`src/rtl/life_engine.sv`:
```
// life_engine: 8x8 Game of Life board, one cell evaluated per clock, atomic commit.
//   clk, reset  : clock, synchronous active-high reset
//   load, seed  : load a board (bit row*8+col), aborts any generation in flight
//   step        : start one generation (accepted only when idle)
//   grid        : committed board
//   busy, done  : generation in progress / one-cycle commit pulse
//   generation  : generations since last load or reset
//   stable      : last commit left the board unchanged
//   extinct     : board is empty
module life_engine #(
  parameter int WRAP = 1,
  parameter int GEN_W = 16
) (
  input  logic             clk,
  input  logic             reset,
  input  logic             load,
  input  logic [63:0]      seed,
  input  logic             step,
  output logic [63:0]      grid,
  output logic             busy,
  output logic             done,
  output logic [GEN_W-1:0] generation,
  output logic             stable,
  output logic             extinct
);
  typedef enum logic [1:0] {IDLE, COMPUTE, COMMIT} state_t;
  state_t state, state_next;
  logic [5:0] idx;
  logic [63:0] shadow;
  logic [3:0] n;
  logic nxt;
  // Neighbours are read from the committed grid so the shadow never feeds back.
  function automatic logic cell_at(input logic [63:0] g, input int rr, input int cc);
    logic [5:0] i;
    i = 6'(((rr & 7) << 3) | (cc & 7));
    if (WRAP == 0 && (rr < 0 || rr > 7 || cc < 0 || cc > 7)) return 1'b0;
    return g[i];
  endfunction
  always_comb begin
    n = '0;
    for (int dr = -1; dr <= 1; dr++)
      for (int dc = -1; dc <= 1; dc++)
        if (dr != 0 || dc != 0)
          n = n + 4'(cell_at(grid, int'(idx[5:3]) + dr, int'(idx[2:0]) + dc));
    nxt = grid[idx] ? (n == 4'd2 || n == 4'd3) : (n == 4'd3);
  end
  always_comb begin
    state_next = state;
    if (load) state_next = IDLE;
    else if (state == IDLE) state_next = step ? COMPUTE : IDLE;
    else if (state == COMPUTE) state_next = (idx == 6'd63) ? COMMIT : COMPUTE;
    else state_next = IDLE;
  end
  always_ff @(posedge clk)
    state <= reset ? IDLE : state_next;
  always_ff @(posedge clk) begin
    done <= 1'b0;
    if (reset) begin
      grid <= '0;
      generation <= '0;
      stable <= 1'b0;
      idx <= '0;
      shadow <= '0;
    end else if (load) begin
      grid <= seed;
      generation <= '0;
      stable <= 1'b0;
    end else if (state == IDLE) begin
      if (step) idx <= '0;
    end else if (state == COMPUTE) begin
      shadow[idx] <= nxt;
      idx <= idx + 6'd1;
    end else begin
      grid <= shadow;
      stable <= (shadow == grid);
      generation <= generation + 1'b1;
      done <= 1'b1;
    end
  end
  assign busy = (state != IDLE);
  assign extinct = (grid == '0);
endmodule

```
`config.mk`:
```
export PLATFORM = sky130hd
export DESIGN_NAME = life_engine
export DESIGN_NICKNAME = d
export VERILOG_FILES = /design/src/rtl/life_engine.sv
export SDC_FILE = /design/constraint.sdc
export NUM_CORES = 1
export LEC_CHECK = 0
export BUFFER_PORTS_ARGS = -buffer_cell sky130_fd_sc_hd__buf_2
export CAP_MARGIN = 0
export CORE_MARGIN = 2
export CORE_UTILIZATION = 40
export CTS_BUF_LIST = sky130_fd_sc_hd__clkbuf_16
export CTS_CLUSTER_DIAMETER = 150
export DETAILED_ROUTE_END_ITERATION = 6
export PLACE_DENSITY_LB_ADDON = 0.1
export RECOVER_POWER = 25
export SYNTH_ARGS = -nofsm -noshare
export SYNTH_HDL_FRONTEND = slang
export SYNTH_SLANG_ARGS = --single-unit
```
`constraint.sdc`:
```
create_clock -name clk -period 12.3 [get_ports clk]
set_input_delay 3.075 -clock clk [delete_from_list [all_inputs] [get_ports clk]]
set_output_delay 3.075 -clock clk [all_outputs]
set_load 0.01 [all_outputs]
```
# --- Word level (Yosys, flattened, before mapping) ---
# Cells that the tools add are included.
classes:
  add_sub_neg: 13
  n_lt_le_gt_ge: 10
  eq_ne: 8
  mux: 33
  bitwise: 11
  reduce_logical: 12
ops:
  columns: ["operator", "count"]
  rows:
  - ["64-bit two-way mux", 3]
  - ["64-bit bitwise mux", 1]
  - ["64-bit == test", 1]
  - ["64-bit logical NOT", 1]
  - ["6-bit by 7-bit less-than comparator with 1-bit output, second input constant", 9]
  - ["1-bit binary-select mux with 6-bit select", 9]
  - ["6-bit by 3-bit bitwise OR with 6-bit output", 8]
  - ["6-bit two-way mux", 3]
  - ["16-bit by 1-bit adder with 16-bit output, second input constant", 1]
  - ["4-bit by 1-bit adder with 4-bit output", 4]
  - ["1-bit two-way mux", 13]
  - ["3-bit by 1-bit adder with 3-bit output, second input constant", 4]
  - ["4-bit by 2-bit == test with 1-bit output, second input constant", 2]
  - ["6-bit by 1-bit adder with 6-bit output, second input constant", 1]
  - ["1-bit demux with 6-bit select", 1]
  - ["6-bit == test, second input constant", 1]
  - ["6-bit by 1-bit >= comparator with 1-bit output, second input constant", 1]
  - ["2-bit two-way mux", 3]
  - ["2-bit inequality test, second input constant", 3]
  - ["3-bit AND reduction", 2]
  - ["3-bit by 1-bit adder with 4-bit output", 1]
  - ["2-bit AND reduction", 2]
  - ["2-bit nonzero test", 2]
  - ["2-bit by 1-bit adder with 3-bit output", 1]
  - ["other kinds (8)", 10]
totals:
  register_bits: 154
  input_bits: 68
  output_inout_bits: 84
  wordCells: 94

# --- Logic depth before layout (Yosys ltp) ---
depth:
  ltp_word: 15
  depth_mapped: 26
  depth_no_buf: 21

# --- Worst setup path before layout ---
# OpenSTA, ideal clock, no wires.
synth_path:
  path_kind: "register -> register"
  start: "reg idx[1]"
  end: "reg shadow[31]"
  setup_ps: 74
  t_arrival_ps: 6782
  required_ps: 12226
  path_slack_ps: 5444
  stages_incl_launch_ff: 26
  n_path_buf: 6
  synth_period_minus_slack_ps: 6856
  path_cell_list: "dfxtp_1 -> buf_2 -> buf_1 -> inv_1 -> ha_1 -> buf_2 -> clkbuf_1 -> buf_2 -> mux4_2 -> mux2i_1 -> mux2i_1 -> mux4_2 -> fa_1 -> inv_1 -> fa_1 -> fa_1 -> inv_1 -> ha_1 -> fa_1 -> nor2_1 -> a21oi_1 -> or3b_2 -> a2111oi_0 -> a22oi_1 -> clkbuf_1 -> o21ai_0"
synth_via:
  elab_chain_len: 15
  elab_cells_between_ends: 45
  classes_between: "add/sub (9); order compare (2); eq/ne (2); mux (22); bitwise (8); reduce/logical (2)"
synth_lines:
  columns: ["element", "line", "source"]
  rows:
  - ["start: declaration", "28", "logic [5:0] idx;"]
  - ["start signal: assignment", "72", "idx <= idx + 6'd1;"]
  - ["3-bit by 1-bit adder with 3-bit output", "44", "n = n + 4'(cell_at(grid, int'(idx[5:3]) + dr, int'(idx[2:0]) + dc));"]
  - ["6-bit by 3-bit bitwise OR with 6-bit output", "35", "i = 6'(((rr & 7) << 3) | (cc & 7));"]
  - ["1-bit binary-select mux with 6-bit select", "37", "return g[i];"]
  - ["1-bit two-way mux (implied by the code)", "37", null]
  - ["1-bit by 1-bit adder with 2-bit output", "44", null]
  - ["2-bit by 1-bit adder with 3-bit output", "44", null]
  - ["3-bit by 1-bit adder with 4-bit output", "44", null]
  - ["4-bit by 1-bit adder with 4-bit output (4 in series)", "44", null]
  - ["4-bit by 2-bit == test with 1-bit output", "45", "nxt = grid[idx] ? (n == 4'd2 || n == 4'd3) : (n == 4'd3);"]
  - ["1-bit logical OR", "45", null]
  - ["1-bit two-way mux", "45", null]
  - ["64-bit bitwise mux (*)", "71", "shadow[idx] <= nxt;"]
  - ["end signal: indexed assignment", "71", null]
  - ["end: declaration", "29", "logic [63:0] shadow;"]
# Every way passes the cells marked *; elsewhere a longest branch is shown, timed or not. The select of a mux whose other input is x is not followed.
# A chain may end at the register's enable or synchronous reset.

# --- Worst setup path in the final report ---
layout_path:
  start: "reg idx[0]"
  end: "reg shadow[38]"
# Same word-level chain as after synthesis.

==> metrics.yaml <==
status: "finished, violations left"
failed_checks: "design-rule violations, max-capacitance violations, max-slew violations"
ys_warn_count: 0
ys_types: 62
required_ns: 12.65
pre_cts_ws_ns: 4.163
antenna_found_initial: 0
critical-path-max-stage-delay_ns: 0.79
grt_overflow: 0
setup_viol: 0
grt_pass1_vias: 8708
tns_ns: 0
cp.arrival_ns: 8.54
syn_nets: 1245
cpMaxStageDelayCell: "xor2_2"
path_max_fanout: 65
rsz0062_at_grt: "false"
cts_tree: "done"
via_per_inst: 5.795
totalWireLength_mm: 35.93
post_cts_buffers: 0
avgSynthCellArea_um2: 8.369
io_buffers: 151
max_freq_ghz: 0.1221
ctsHoldBuffers: 0
maxSlewHeadroom: -0.1948
hpwlAfterDp_mm: 25.57
drt_pass1_iterations: 7
max-vdd-ir-drop_v: 0.00006810
p_int_uw: 853.1
p_clk_frac: 0.402
switching_share: 0.3146
cts_max_path_buffers: 2
grt_max_degree: 94
path_class: "reg2reg"
switchingPower_uw: 391.5
hold_viol_final: 0
yosysTopAreaCell: "dfxtp_1"
cts_sinks: 154
post_cts_resized: 0
cts_htree_levels: 4
synth_top_area_frac: 0.3162
avgRoutedWirePerCell_um: 22.37
grt_use_total: 0.2763
synthCells: 1165
cts_root_buf: "clkbuf_16"
yosys_most_used_dff: "dfxtp_1"
drv_slew: 41
tightest_slew_ns: 1.792
gp_congestion: 0.9126
cp-start-kind: "flop"
die_h_um: 160.1
drcViolationCount: 2
ys_seq_area_frac: 0.3162
antenna_cells: 0
grt_pass1_wl_mm: 53.99
cap_viol_max_count: 1
dieWidth_um: 160.1
fin_crit_sh: 0.6659
synth_area_leaders: "dfxtp_1 (32%), mux2i_1 (12%), nor2_1 (7.0%), mux4_2 (6.5%), xnor2_1 (4.3%)"
fp-row-count: 57
ant_nets: 0
fin_crit_ns: 8.190
syn-cell-area_um2: 9749
power.leakage_nw: 4.025
crit_path_end_kind: "flop"
fin_ws_ns: 4.110
fin_skew_ns: 0.01208
synth_edf_count: 0
crit_chain: "buf_4 > inv_2 > ha_1 > xor2_2 > mux4_2 > or2_0 > nor2_1 > nor3_1 > mux4_2 > fa_1 > inv_1 > fa_1 > fa_1 > inv_1 > ha_1 > fa_1 > nor2_1 > a21oi_1 > or3b_2 > a2111oi_0 > a22oi_2 > buf_4 > o21ai_0"
dr.first_iter.drc_count: 898
io_pins: 152
cts_buffers: 17
powerDensity_nw_per_um2: 111.4
hp-class: "reg2reg"
pwr-share-seq: 0.439
clock_latency_ns: 0.43
ys_seq_elements: 154
path_clk_slew_ns: 0.07
core_um2: 24110
whs_ns: 0.4876
dr_total_vias: 9307
p_comb_frac: 0.159
fp.dieArea_um2: 25640
num-nets-final: 1349
utilization: 0.4633
async_flop_share: 0
initial_core_util: 0.4044
path_common_cell: "fa_1"
drive_above_1_share: 0.1700
syn2layout_area_growth_pct: 14.55
[critical path, delay by kind of cell (launching register included)]
family	cells	cell delay, ns
multiplexers	2	1.07
flip-flops	1	0.31
AND/OR/NAND/NOR	5	1.02
AO/OA/AOI/OAI	4	0.89
buffers and inverters	5	1.39
adder cells (fa/ha/maj)	6	2.54
XOR/XNOR	1	0.79
[power by group through the flow]
stage	Combinational, mW	Clock [mW]	Sequential [mW]
floorplan	0.128	0	0.544
global placement	0.194	0	0.557
detailed placement	0.196	0	0.557
CTS	0.197	0.506	0.545
global route	0.215	0.530	0.547
finish	0.197	0.500	0.547
[per-layer routing]
layer	track usage	routed length, µm
met5	0	0
met1	0.3941	16150
met2	0.4355	16470
met4	0.08108	692
met3	0.03896	2619
[cells in the final DEF (no fill, tap or decap), types with 7 or more instances in the layout]
master,Yosys,layout
buf_2,6,127
inv_1,18,19
nand3b_1,52,52
buf_4,2,10
nand2_1,104,104
nor4_1,24,24
dfxtp_1,154,152
nor2_1,181,181
o22ai_1,9,9
clkbuf_16,0,17
or3_1,7,7
nor3_1,21,17
mux2i_1,118,118
o21ai_1,19,19
mux2_2,10,10
xnor2_1,48,48
clkbuf_1,55,23
ha_1,8,8
and2_1,9,8
a221oi_1,8,8
o21ai_0,46,46
a21oi_1,74,74
xor2_1,24,24
nand4_1,23,23
nand2b_1,17,17
and3_1,11,11
nand3_1,11,11
mux4_2,28,28
[cell families after synthesis]
kind of cell / share of synthesized area
multiplexers: 0.1985
adder cells (fa/ha/maj): 0.01848
buffers and inverters: 0.04415
flip-flops: 0.3162
XOR/XNOR: 0.06802
AO/OA/AOI/OAI: 0.1182
AND/OR/NAND/NOR: 0.2364
[synth_stat cells, types with 24 or more instances]
cell type / number
nor2_1: 181
dfxtp_1: 154
mux2i_1: 118
nand2_1: 104
a21oi_1: 74
clkbuf_1: 55
nand3b_1: 52
xnor2_1: 48
o21ai_0: 46
mux4_2: 28
nor4_1: 24
xor2_1: 24
[cell type report]
type,instances,area [µm²]
Fill cell,2567,12940
Multi-Input combinational cell,915,6261
Sequential cell,154,3088
Timing Repair Buffer,160,797.0
Clock buffer,17,425.4
Tap cell,324,405.4
Clock inverter,15,112.6
Inverter,21,78.83
[registers in the layout (all words and copies together), names as in the netlist]
| register | flops |
|---|---|
| done | 1 |
| idx | 6 |
| stable | 1 |
| grid | 64 |
| state | 2 |
| generation | 16 |
| shadow | 64 |
[stage by stage]
step / power, mW / instance area [µm²] / std cells
CTS: 1.248 / 11200 / 1606
finish: 1.245 / 11170 / 1606
floorplan: 0.6724 / 9749 / 1165
global placement: 0.7511 / 10660 / 1574
global route: 1.291 / 11170 / 1606
detailed placement: 0.7524 / 10660 / 1574
[final timing paths]
path,start,end,slack (ns),cells after the start
hold reg to reg,generation[15]$_SDFFE_PP0P_,generation[15]$_SDFFE_PP0P_,0.49,2
setup reg to reg,idx[0]$_SDFFE_PP0P_,shadow[38]$_SDFFE_PP0P_,4.11,23
setup / recovery,idx[0]$_SDFFE_PP0P_,shadow[38]$_SDFFE_PP0P_,4.11,23
hold / removal,generation[15]$_SDFFE_PP0P_,generation[15]$_SDFFE_PP0P_,0.49,2
Power figures use the tool's default switching activity.
